File: config.mk
export PLATFORM = sky130hd
export DESIGN_NAME = alu_share_arbiter
export DESIGN_NICKNAME = d
export VERILOG_FILES = /design/src/rtl/alu_share_arbiter.sv
export SDC_FILE = /design/constraint.sdc
export NUM_CORES = 1
export LEC_CHECK = 0
export ABC_AREA = 1
export BUFFER_PORTS_ARGS = -buffer_cell sky130_fd_sc_hd__buf_4
export CAP_MARGIN = 0
export CORE_MARGIN = 2
export CORE_UTILIZATION = 40
export CTS_CLUSTER_SIZE = 25
export DETAILED_ROUTE_END_ITERATION = 6
export PLACE_DENSITY = 0.84
export SLEW_MARGIN = 10
export SYNTH_ARGS = -nofsm -noshare
export SYNTH_HDL_FRONTEND = slang
export SYNTH_SLANG_ARGS = --single-unit
File: constraint.sdc
create_clock -name clk -period 1.2 [get_ports clk]
set_clock_uncertainty 0.15 [all_clocks]
set_input_delay 0.12 -clock clk [delete_from_list [all_inputs] [get_ports clk]]
set_output_delay 0.12 -clock clk [all_outputs]
set_load 0.1 [all_outputs]
File: src/rtl/alu_share_arbiter.sv
// Purpose: round-robin share of one external 8-bit multi_alu between two requesters.
// Latency: request accepted at one edge, response valid after the second edge that follows.
// Backpressure: one op in flight; response held until resp_ready, no accept while busy.
// Optional: define ALU_ARB_STATS_EN for saturating per-requester grant counters.
module alu_share_arbiter #(
    parameter int W   = 8,
    parameter int OPW = 3
) (
    input  logic           clk,
    input  logic           rst,
    input  logic           req0_valid,
    output logic           req0_ready,
    input  logic [W-1:0]   req0_a,
    input  logic [W-1:0]   req0_b,
    input  logic [OPW-1:0] req0_op,
    input  logic           req1_valid,
    output logic           req1_ready,
    input  logic [W-1:0]   req1_a,
    input  logic [W-1:0]   req1_b,
    input  logic [OPW-1:0] req1_op,
    output logic           resp_valid,
    input  logic           resp_ready,
    output logic           resp_id,
    output logic [15:0]    resp_data,
    output logic           resp_flag,
    output logic           resp_err,
    output logic [W-1:0]   alu_a,
    output logic [W-1:0]   alu_b,
    input  logic [W-1:0]   alu_sum,
    input  logic           alu_sumflag,
    input  logic [15:0]    alu_lshift,
    input  logic           alu_less,
    input  logic           alu_equal,
    input  logic           alu_xorflag
`ifdef ALU_ARB_STATS_EN
    ,
    output logic [7:0]     grant_cnt0,
    output logic [7:0]     grant_cnt1
`endif
);

    typedef enum logic [1:0] {
        IDLE = 2'd0,
        EXEC = 2'd1,
        RESP = 2'd2
    } state_t;

    // Op and owner of the single operation in flight; operands live in alu_a/alu_b.
    typedef struct packed {
        logic [OPW-1:0] op;
        logic           id;
    } inflight_t;

    localparam logic [OPW-1:0] OP_ADD  = OPW'(0);
    localparam logic [OPW-1:0] OP_LSH  = OPW'(1);
    localparam logic [OPW-1:0] OP_LESS = OPW'(2);
    localparam logic [OPW-1:0] OP_EQ   = OPW'(3);
    localparam logic [OPW-1:0] OP_XOR  = OPW'(4);

    state_t    state;
    logic      last_grant;
    inflight_t cur;
    logic      gnt0;
    logic      gnt1;

    // Arbitration: a lone requester wins; under contention the one not served last wins.
    always_comb begin
        gnt1       = req1_valid && (!req0_valid || !last_grant);
        gnt0       = req0_valid && !gnt1;
        req0_ready = (state == IDLE) && gnt0;
        req1_ready = (state == IDLE) && gnt1;
    end

    // Control FSM: accept in IDLE, let the ALU settle for one EXEC cycle, hold result in RESP.
    always_ff @(posedge clk or posedge rst) begin
        if (rst) begin
            state      <= IDLE;
            last_grant <= 1'b1;
            cur        <= '0;
            alu_a      <= '0;
            alu_b      <= '0;
            resp_valid <= 1'b0;
            resp_id    <= 1'b0;
            resp_data  <= '0;
            resp_flag  <= 1'b0;
            resp_err   <= 1'b0;
        end else begin
            case (state)
                IDLE: begin
                    if (req0_ready || req1_ready) begin
                        alu_a      <= req1_ready ? req1_a : req0_a;
                        alu_b      <= req1_ready ? req1_b : req0_b;
                        cur.op     <= req1_ready ? req1_op : req0_op;
                        cur.id     <= req1_ready;
                        last_grant <= req1_ready;
                        state      <= EXEC;
                    end
                end
                EXEC: begin
                    resp_valid <= 1'b1;
                    resp_id    <= cur.id;
                    resp_data  <= '0;
                    resp_flag  <= 1'b0;
                    resp_err   <= 1'b0;
                    case (cur.op)
                        OP_ADD: begin
                            resp_data <= {{(16 - W){1'b0}}, alu_sum};
                            resp_flag <= alu_sumflag;
                        end
                        OP_LSH:  resp_data <= alu_lshift;
                        OP_LESS: resp_flag <= alu_less;
                        OP_EQ:   resp_flag <= alu_equal;
                        OP_XOR:  resp_flag <= alu_xorflag;
                        default: resp_err  <= 1'b1;
                    endcase
                    state <= RESP;
                end
                RESP: begin
                    if (resp_ready) begin
                        resp_valid <= 1'b0;
                        state      <= IDLE;
                    end
                end
                default: state <= IDLE;
            endcase
        end
    end

`ifdef ALU_ARB_STATS_EN
    // Grant statistics: count accepted requests per requester, sticking at 8'hFF.
    always_ff @(posedge clk or posedge rst) begin
        if (rst) begin
            grant_cnt0 <= '0;
            grant_cnt1 <= '0;
        end else begin
            if (req0_ready && grant_cnt0 != 8'hFF) grant_cnt0 <= grant_cnt0 + 8'd1;
            if (req1_ready && grant_cnt1 != 8'hFF) grant_cnt1 <= grant_cnt1 + 8'd1;
        end
    end
`endif

endmodule

## Yosys cells after proc, flatten, opt, wreduce, memory -nomap -nowiden

Index checks and enable logic that the tools add are counted.

- Bits in latches: 0
- ROM bits: 0
- Input bits: 71
- Word-level logic and storage cells: 46
- Bits in writable memories: 0
- Output and inout bits: 38
- Memories kept: 0
- Register bits after elaboration: 43

- Reduce and logical (&&, ||, !) cells: 16
- Add/subtract/negate cells: 0
- Bitwise operators: 0
- $lt $le $gt $ge: 0
- Divide/modulo/power cells: 0
- Eq/ne operators: 8
- Multiplexer cells: 11
- Multiply operators: 0
- Shifts and indexed selects: 0

Operators by type and width:

| cell | number |
|---|---|
| case mux 16 bit (2 select lines) | 1 |
| 2-to-1 mux 8 bit | 2 |
| equality test 3 x 2 -> 1 bit, second input constant | 2 |
| case mux 2 bit (3 select lines) | 1 |
| AND reduction 2 bit | 3 |
| OR reduction 5 bit | 1 |
| logical AND 1 bit | 4 |
| 2-to-1 mux 2 bit | 2 |
| case mux 1 bit (4 select lines) | 1 |
| equality test 3 x 1 -> 1 bit, second input constant | 1 |
| equality test 3 bit, second input constant | 1 |
| zero test 1 bit | 3 |
| zero test 3 bit | 1 |
| 2-to-1 mux 3 bit | 1 |
| equality test 2 x 1 -> 1 bit, second input constant | 1 |
| equality test 2 bit, second input constant | 1 |
| zero test 2 bit | 1 |
| logical OR 1 bit | 2 |
| 2-to-1 mux 1 bit | 2 |
| != test 2 x 1 -> 1 bit, second input constant | 1 |
| != test 2 bit, second input constant | 1 |
| case mux 1 bit (2 select lines) | 1 |
| nonzero test 2 bit | 1 |

## Logic depth before layout (Yosys ltp)

Gate-level depths: netlist (run 1).

- Depth in word-level cells: 9
- Mapped depth: 7
- Depth with buffers taken out: 6

## Worst setup path before layout (run 1)

No wires, ideal clock.

- Path type: register to register
- Start point: register state[1]
- End point: register alu_a[7]
- Path slack: -0.463 ns
- Arrival time: 1.442 ns
- Path buffers: 1
- Stages on the path, launching flop included: 7
- Clock period less this slack: 1.663 ns
- Library setup time: 0.071 ns
- Data required time: 0.979 ns
- Cell sequence: dfrtp_1 -> nor2_1 -> nand2_1 -> a21oi_1 -> buf_2 -> nand2_1 -> nand3_1

- Cells in the longest elaborated chain, start to end: 4
- Elaborated cells on any way between the ends: 6
- Classes of those cells: mux (1); reduce/logical (5)

RTL lines:

| item | line | text |
|---|---|---|
| start, declared | 60 | `state_t state;` |
| start signal, assigned | 77 | `state <= IDLE;` |
| start signal, assigned | 96 | `state <= EXEC;` |
| start signal, assigned | 116 | `state <= RESP;` |
| zero test 2 bit | 70 | `req0_ready = (state == IDLE) && gnt0;` |
| logical AND 1 bit | 70 |  |
| named net req0_ready | 12 | `output logic req0_ready,` |
| logical OR 1 bit | 90 | `if (req0_ready \|\| req1_ready) begin` |
| AND reduction 2 bit (no line) | n/a |  |
| end signal, assigned | 91 | `alu_a <= req1_ready ? req1_a : req0_a;` |
| end, declared | 27 | `output logic [W-1:0] alu_a,` |

The timed path passes the listed nets, and every way through them passes these cells.
A chain may end at the register's enable or synchronous reset.

## Worst setup path in the final report (run 1)

- Start point: register state[1]
- End point: register resp_data[2]

- Cells in the longest elaborated chain, start to end: 1

RTL lines:

| item | line | text |
|---|---|---|
| equality test 2 x 1 -> 1 bit | 88 | `case (state)` |
| end signal, assigned | 107 | `resp_data <= {{(16 - W){1'b0}}, alu_sum};` |
| end signal, assigned | 110 | `OP_LSH: resp_data <= alu_lshift;` |
| end, declared | 24 | `output logic [15:0] resp_data,` |

Every way passes these cells.

==> results of run 1 <==
[state kept, by name, summed over array words and instances, names as in the netlist, 2 cells and up]
register   flops
resp_data     16
state          2
alu_a          8
alu_b          8
cur            4
[final cells by class]
type | instances | area share [%]
Sequential cell | 43 | 26.4
Multi-Input combinational cell | 179 | 21.2
Tap cell | 67 | 1.97
Clock inverter | 1 | 0.118
Timing Repair Buffer | 204 | 47.4
Inverter | 11 | 1.18
Clock buffer | 7 | 1.79
[logic make-up after synthesis]
group | Yosys count | share of synthesized area [%]
buffers and inverters | 23 | 5.50
DFF | 43 | 55.0
AOI/OAI and AO/OA | 6 | 1.66
and+or+nand+nor | 173 | 37.8
[tightest hold or removal path, stage by stage]
cell and delay, ns:
buf_4 0.07, nand2_1 0.04, nand2_1 0.07, nand2_1 0.06, nand2_1 0.07
[metal layers]
metal | wire, um | share of wire (%) | up-vias
li1 | - | - | 1180
met1 | 3160 | 35 | 1312
met2 | 4940 | 54 | 156
met3 | 693 | 7.6 | 23
met4 | 266 | 2.9 | 0
met5 | 0 | 0 | -
[final timing paths]
kind	end	slack, ns	depth (start not counted)
max	resp_data[2]$_DFFE_PP0P_	-0.38	7
min	resp_data[4]$_DFFE_PP0P_	0.04	5
max reg2reg	resp_data[2]$_DFFE_PP0P_	-0.38	7
min reg2reg	last_grant$_DFFE_PP1P_	0.34	2
max in group asynchronous	resp_data[4]$_DFFE_PP0P_	0.28	4
min in group asynchronous	alu_b[2]$_DFFE_PP0P_	0.20	3
[per-stage QoR]
step	setup WS [ns]	power, mW	hold slack, ns
floorplan	-0.168	8.85	-0.0337
global route	-0.411	14.1	0.0467
global placement	-0.140	10.7	-0.0565
detailed placement	-0.181	10.9	-0.0517
CTS	-0.354	13.2	0.00411
finish	-0.378	13.7	0.0408
[power breakdown]
group	switching (mW)	internal (mW)	leakage [nW]
combinational	6.73	3.12	1.54
clock	0.487	0.409	0.0422
sequential	0.686	2.27	0.501
total	7.90	5.80	2.09
[cell usage after synthesis, drive strengths merged]
cell type / number / area, um^2
nand2: 115 / 432
nand3: 52 / 260
dfrtp: 42 / 1050
buf: 12 / 66.3
inv: 11 / 41.3
nor2: 4 / 22.5
o21ai: 4 / 20.0
nor3: 2 / 26.3
a21oi: 1 / 5.00
dfstp: 1 / 26.3
o31ai: 1 / 7.51
[timing repair]
action	4_1_cts	5_1_grt
resized for setup	72	11
buffers inserted	6	0
pin swaps	7	2
hold buffers	63	0
setup endpoints to repair	80	49
endpoints found under the hold margin	80	0
gates cloned	2	0
==> impl_metrics.env, run 1 <==
export IMPL_critPathBufInv=4
export IMPL_ys_warnings_count=0
export IMPL_layout_setup_ws_ns=-0.378
export IMPL_synth_nets=316
export IMPL_wl_per_cell_um=17.7
export IMPL_clock_sinks=43
export IMPL_port_buffers=108
export IMPL_initialDrtViolationCount=206
export IMPL_setup_viol=46
export IMPL_clk_latency_ns=0.28
export IMPL_r2r_start="state[1]$_DFFE_PP0P_"
export IMPL_die_h_um=74.0
export IMPL_ys_seq_area_share_pct=55.0
export IMPL_powerDensity_nw_per_um2=3220
export IMPL_cp_data_required_time_ns=1.27
export IMPL_max_freq_mhz=634
export IMPL_peakVddDrop_uv=2070
export IMPL_placedCellCount=434
export IMPL_use_met1_pct=31.3
export IMPL_grt_pass1_vias=2853
export IMPL_fin_cells=512
export IMPL_grt_overflow_total=0
export IMPL_ys_ff_latch=43
export IMPL_syn_avg_cell_area_um2=7.99
export IMPL_drt_total_wl_um=9060
export IMPL_grt_max_degree=22
export IMPL_cp_slowest_cell="dfrtp_1"
export IMPL_cts_clk_slew_worst_paths_ns=0.08
export IMPL_layout_commonest_cell="nand2_1"
export IMPL_netlist_area_um2=1960
export IMPL_ys_types=15
export IMPL_final_setup_tns_ns=-11.64
export IMPL_via_per_inst=5.22
export IMPL_path_max_fanout=5
export IMPL_min_from="alu_sum[4]"
export IMPL_grtUsageMet3_pct=7.99
export IMPL_cts_buffer_depth=2
export IMPL_cts_made_buffers=5
export IMPL_first_pass_iters=5
export IMPL_grt_pass1_wl_um=12900
export IMPL_rsz0062_at_grt="true"
export IMPL_antenna_found_initial=0
export IMPL_period_share_pct=131
export IMPL_post_route_util_pct=90.2
export IMPL_worst_setup_path_type="reg2reg"
export IMPL_grt_busiest_layer="met2"
export IMPL_hold_viol=0
export IMPL_crit_chain="buf_4, buf_6, nor2_4, buf_6, bufbuf_16, nand2_1, nand2_1"
export IMPL_crit_family="buffers and inverters"
export IMPL_hpwl_um=4360
export IMPL_period_minus_slack_ns=1.58
export IMPL_min_path_type="in2reg"
export IMPL_initial_core_util_pct=41.5
export IMPL_layout_common_cells="nand2_1 (101), buf_4 (88), dlygate4sd3_1 (63)"
export IMPL_ant_nets=0
export IMPL_regArea_um2=1120
export IMPL_fin_nets=515
export IMPL_row_count=25
export IMPL_crit_path_start_kind="register"
export IMPL_die_area_um2=5470
export IMPL_worst_slew_pin_slew_ns=0.315
export IMPL_cts_root_buf="clkbuf_8"
export IMPL_syn_inst=245
export IMPL_cp_end_kind="register"
export IMPL_p_leak_nw=2.09
export IMPL_crit_path_max_incr_delay_ns=0.41
export IMPL_cp_arrival_ns=1.65
export IMPL_slew_headroom_pct=78.9
export IMPL_multi_input_area_um2=903
export IMPL_use_met2_pct=61.2
export IMPL_gp_congestion=0.755
export IMPL_fin_area_um2=4260
export IMPL_startpoint="state[1]$_DFFE_PP0P_"
export IMPL_nFillCells=202
export IMPL_vias=2671
export IMPL_violations="setup timing"
export IMPL_drive_above_1_share_pct=48.8
export IMPL_diodes=0
export IMPL_status="complete, but fails checks"
export IMPL_slew_violations=0
export IMPL_syn_to_final_growth_pct=118
export IMPL_die_x_um=74.0
export IMPL_detailed_place_area_um2=3160
export IMPL_cts_tree="built"
export IMPL_io_pin_count=109
export IMPL_drcViolationCount=0
export IMPL_drv_cap=0
export IMPL_htreeDepth=2
export IMPL_track_usage_pct=31.3
export IMPL_coreArea_um2=4720
Power figures use the tool's default switching activity.
==> inputs of run 2 (changes only) <==
RECOVER_POWER = 50   (was unset)
==> impl_metrics.env, run 2 (synthesized netlist as in run 1, its figures left out) <==
export IMPL_first_pass_iters=5
export IMPL_cts_tree="built"
export IMPL_cts_made_buffers=5
export IMPL_largest_reg_flops=16
export IMPL_via_per_inst=5.18
export IMPL_cp_data_required_time_ns=1.28
export IMPL_status="complete, but fails checks"
export IMPL_reg_top3="resp_data (16), alu_a (8), alu_b (8)"
export IMPL_grt_max_degree=22
export IMPL_slew_headroom_pct=59.2
export IMPL_drv_cap=0
export IMPL_gp_congestion=0.755
export IMPL_max_freq_mhz=630
export IMPL_syn_to_final_growth_pct=117
export IMPL_drive_above_1_share_pct=48.5
export IMPL_rsz0062_at_grt="true"
export IMPL_antenna_found_initial=0
export IMPL_final_setup_tns_ns=-11.75
export IMPL_fin_cells=512
export IMPL_layout_commonest_cell="nand2_1"
export IMPL_p_leak_nw=2.08
export IMPL_clock_sinks=43
export IMPL_period_minus_slack_ns=1.59
export IMPL_cp_slowest_cell="dfrtp_1"
export IMPL_initial_core_util_pct=41.5
export IMPL_crit_chain="buf_4, buf_6, nor2_4, buf_6, bufbuf_16, nand2_1, nand2_1"
export IMPL_diodes=0
export IMPL_hpwl_um=4360
export IMPL_setup_viol=46
export IMPL_placedCellCount=434
export IMPL_power_mw=13.7
export IMPL_cts_buffer_depth=2
export IMPL_vias=2654
export IMPL_period_share_pct=132
export IMPL_row_count=25
export IMPL_initialDrtViolationCount=181
export IMPL_grtUsageMet3_pct=7.99
export IMPL_slew_violations=0
export IMPL_cts_root_buf="clkbuf_8"
export IMPL_coreArea_um2=4720
export IMPL_layout_setup_ws_ns=-0.388
export IMPL_min_path_type="in2reg"
export IMPL_powerDensity_nw_per_um2=3220
export IMPL_worst_slew_pin_slew_ns=0.608
export IMPL_crit_path_start_kind="register"
export IMPL_track_usage_pct=31.3
export IMPL_crit_family="buffers and inverters"
export IMPL_critPathBufInv=4
export IMPL_worst_setup_path_type="reg2reg"
export IMPL_hold_viol=0
export IMPL_drt_total_wl_um=9030
export IMPL_peakVddDrop_uv=2070
export IMPL_layout_common_cells="nand2_1 (101), buf_4 (87), dlygate4sd3_1 (63)"
export IMPL_ant_nets=0
export IMPL_crit_path_max_incr_delay_ns=0.41
export IMPL_io_pin_count=109
export IMPL_drcViolationCount=0
export IMPL_grt_pass1_vias=2853
export IMPL_path_max_fanout=5
export IMPL_die_area_um2=5470
export IMPL_cp_end_kind="register"
export IMPL_port_buffers=108
export IMPL_clk_latency_ns=0.28
export IMPL_regMostFlops="resp_data"
export IMPL_grt_overflow_total=0
export IMPL_die_x_um=74.0
export IMPL_grt_pass1_wl_um=12900
export IMPL_htreeDepth=2
export IMPL_grt_busiest_layer="met2"
export IMPL_cts_clk_slew_worst_paths_ns=0.08
export IMPL_violations="setup timing"
export IMPL_die_h_um=74.0
export IMPL_use_met2_pct=61.2
export IMPL_wl_per_cell_um=17.6
export IMPL_use_met1_pct=31.3
export IMPL_fin_nets=515
export IMPL_cp_arrival_ns=1.66
[run 2: changes by cell type in the layout (fill, tap and decap cells not counted), sizes merged]
cell	previous run	this run
buf	140	139
clkbuf	7	8
[run 2: through the flow]
stage | hold WS (ns) | worst slack (ns) | utilization (%) | area, um^2
floorplan | -0.0337 | -0.168 | - | 2140
global placement | -0.0565 | -0.140 | 66.8 | 3160
detailed placement | -0.0517 | -0.181 | 66.8 | 3160
CTS | 0.00411 | -0.354 | 89.7 | 4240
global route | 0.0467 | -0.411 | 89.9 | 4240
finish | 0.0407 | -0.388 | 89.9 | 4240
[run 2: cell type report]
cell class	count	area [um^2]
Multi-Input combinational cell	179	903
Fill cell	206	479
Timing Repair Buffer	204	2010
Clock buffer	7	76.3
Sequential cell	43	1120
Tap cell	67	83.8
Inverter	11	47.5
Clock inverter	1	5.00
[run 2: worst paths after layout]
path	startpoint	to	slack (ns)	cells past startpoint
min	alu_sum[4]	resp_data[4]$_DFFE_PP0P_	0.04	5
min reg2reg	last_grant$_DFFE_PP1P_	last_grant$_DFFE_PP1P_	0.34	2
min in group asynchronous	rst	alu_b[2]$_DFFE_PP0P_	0.25	3
max reg2reg	state[1]$_DFFE_PP0P_	resp_data[0]$_DFFE_PP0P_	-0.39	7
max in group asynchronous	rst	resp_data[3]$_DFFE_PP0P_	0.11	4
max	state[1]$_DFFE_PP0P_	resp_data[0]$_DFFE_PP0P_	-0.39	7
[run 2: what timing repair did]
item,in CTS,in global routing
resized for setup,72,11
hold endpoints to repair,80,0
buffers inserted,6,0
endpoints found under the setup margin,80,49
hold buffers,63,0
cloned,2,0
pin swaps,7,2
[run 2: layer usage]
layer  wire, um  up-vias
li1           -     1177
met1       3100     1296
met2       4930      158
met3        740       23
met4        263        0
met5          0        -
[run 2: power by group]
part | total, mW | leakage, nW | internal, mW | switching, mW
sequential | 2.95 | 0.501 | 2.27 | 0.682
combinational | 9.84 | 1.54 | 3.12 | 6.73
clock | 0.891 | 0.0422 | 0.409 | 0.482
[run 2: worst reg2reg max path, stage by stage (launching register included)]
cell and delay (ns):
dfrtp_1 0.41, buf_4 0.15, buf_6 0.11, nor2_4 0.15
buf_6 0.15, bufbuf_16 0.25, nand2_1 0.08, nand2_1 0.08
==> inputs of run 3 (changes only) <==
CORE_ASPECT_RATIO = 0.7   (was unset)
==> impl_metrics.env, run 3 (synthesized netlist as in run 1, its figures left out) <==
export IMPL_status="complete, but fails checks"
export IMPL_violations="setup timing"
export IMPL_layout_commonest_cell="nand2_1"
export IMPL_fin_nets=520
export IMPL_period_minus_slack_ns=1.70
export IMPL_cts_made_buffers=5
export IMPL_p_leak_nw=2.16
export IMPL_cp_slowest_cell="dfrtp_1"
export IMPL_syn_to_final_growth_pct=126
export IMPL_p_int_mw=6.36
export IMPL_reg_top3="resp_data (16), alu_a (8), alu_b (8)"
export IMPL_r2r_start="state[1]$_DFFE_PP0P_"
export IMPL_period_share_pct=142
export IMPL_coreArea_um2=4760
export IMPL_grt_max_degree=22
export IMPL_largest_reg_flops=16
export IMPL_setup_viol=64
export IMPL_fin_cells=520
export IMPL_initialDrtViolationCount=237
export IMPL_switching_share_pct=57.1
export IMPL_net_switching_power_mw=8.46
export IMPL_drive_above_1_share_pct=52.7
export IMPL_crit_path_start_kind="register"
export IMPL_worst_slew_pin_slew_ns=0.620
export IMPL_first_pass_iters=6
export IMPL_startpoint="state[1]$_DFFE_PP0P_"
export IMPL_gp_congestion=0.749
export IMPL_slew_headroom_pct=58.4
export IMPL_multi_input_area_um2=936
export IMPL_crit_chain="nor2_4, nand2_2, a21oi_4, buf_12"
export IMPL_die_x_um=87.6
export IMPL_cts_clk_slew_worst_paths_ns=0.10
export IMPL_grt_overflow_total=0
export IMPL_regMostFlops="resp_data"
export IMPL_nFillCells=147
export IMPL_io_pin_count=109
export IMPL_drt_total_wl_um=11500
export IMPL_layout_setup_ws_ns=-0.498
export IMPL_port_buffers=108
export IMPL_placedCellCount=434
export IMPL_layout_common_cells="nand2_1 (93), buf_4 (88), dlygate4sd3_1 (64)"
export IMPL_die_area_um2=5480
export IMPL_cp_end_kind="output pin"
export IMPL_vias=2967
export IMPL_antenna_found_initial=1
export IMPL_cp_arrival_ns=1.43
export IMPL_hold_ws_ns=0.0974
export IMPL_initial_core_util_pct=41.2
export IMPL_ant_nets=0
export IMPL_regArea_um2=1120
export IMPL_cts_buffer_depth=2
export IMPL_cts_root_buf="clkbuf_8"
export IMPL_peakVddDrop_uv=2330
export IMPL_path_max_fanout=2
export IMPL_wl_per_cell_um=22.0
export IMPL_hpwl_um=4490
export IMPL_row_count=21
export IMPL_max_freq_mhz=589
export IMPL_cp_data_required_time_ns=0.93
export IMPL_drv_cap=0
export IMPL_drcViolationCount=0
export IMPL_crit_path_max_incr_delay_ns=0.44
export IMPL_slew_violations=0
export IMPL_clk_latency_ns=0.32
export IMPL_power_frac_seq_pct=20.7
export IMPL_worst_setup_path_type="reg2out"
export IMPL_rsz0062_at_grt="true"
export IMPL_powerDensity_nw_per_um2=3350
export IMPL_clkPwrFrac_pct=8.5
export IMPL_clock_sinks=43
export IMPL_power_mw=14.8
export IMPL_cts_tree="built"
export IMPL_post_route_util_pct=93.1
export IMPL_grt_pass1_vias=2947
export IMPL_via_per_inst=5.71
export IMPL_die_h_um=62.5
export IMPL_min_from="alu_sumflag"
export IMPL_htreeDepth=2
export IMPL_pwr_share_comb_pct=70.8
export IMPL_hold_viol=0
export IMPL_grt_pass1_wl_um=14800
export IMPL_min_path_type="in2reg"
export IMPL_track_usage_pct=35.4
## run 3: cell count changes in the layout (fill, tap and decap cells not counted), sizes merged
cell,before,now
buf,139,143
bufinv,0,1
dlygate4sd3,63,64
bufbuf,1,0
diode,0,1
## run 3: worst max-delay path: cells and delay by family, from the launching register on
family                 cells  cell delay (ns)
AND/OR/NAND/NOR            2             0.30
AO/OA/AOI/OAI              1             0.17
buffers and inverters      1             0.20
flip-flops                 1             0.44
## run 3: repair_timing
item,4_1_cts,5_1_grt
pin swaps,18,2
cloned,3,0
endpoints found under the hold margin,80,0
setup buffers,7,4
setup endpoints to repair,80,59
resized for setup,77,36
hold buffers,64,0
## run 3: worst paths after layout
kind | cells after the start | endpoint | slack (ns)
max | 4 | req0_ready | -0.50
min | 5 | resp_flag$_DFFE_PP0P_ | 0.1
max reg2reg | 7 | alu_b[7]$_DFFE_PP0P_ | -0.46
min reg2reg | 2 | resp_data[14]$_DFFE_PP0P_ | 0.36
max in group asynchronous | 4 | resp_err$_DFFE_PP0P_ | 0.07
min in group asynchronous | 3 | alu_b[0]$_DFFE_PP0P_ | 0.26
## run 3: per-layer routing
metal	share of wire (%)	vias to the layer above	routed length, um	GRT usage [%]
met3	9.2	84	1050	8.19
met5	0	-	0	0
met4	7.0	0	800	20.0
li1	-	1188	-	-
met2	49	284	5650	62.2
met1	35	1411	3960	38.7
## run 3: area by class of cell
cell class,instances,area share [%]
Clock buffer,6,1.87
Multi-Input combinational cell,179,21.1
Inverter,11,1.07
Sequential cell,43,25.4
Timing Repair Buffer,209,47.7
Tap cell,69,1.95
Clock inverter,2,0.791
Antenna cell,1,0.0565
## run 3: power groups by stage
stage,Combinational [mW],Clock (mW),Sequential [mW]
2_1_floorplan,1.91,0,6.94
3_3_place_gp,7.97,0,2.69
3_5_place_dp,8.08,0,2.74
4_1_cts,9.32,1.18,2.81
5_1_grt,10.8,1.27,3.10
6_report,10.5,1.25,3.07
## run 3: stage by stage
step	area (um^2)	setup slack, ns	TNS (ns)
global placement	3130	-0.130	-3.02
global route	4430	-0.501	-18.39
finish	4430	-0.498	-17.06
detailed placement	3130	-0.173	-4.82
CTS	4260	-0.389	-7.87
floorplan	2140	-0.168	-2.88
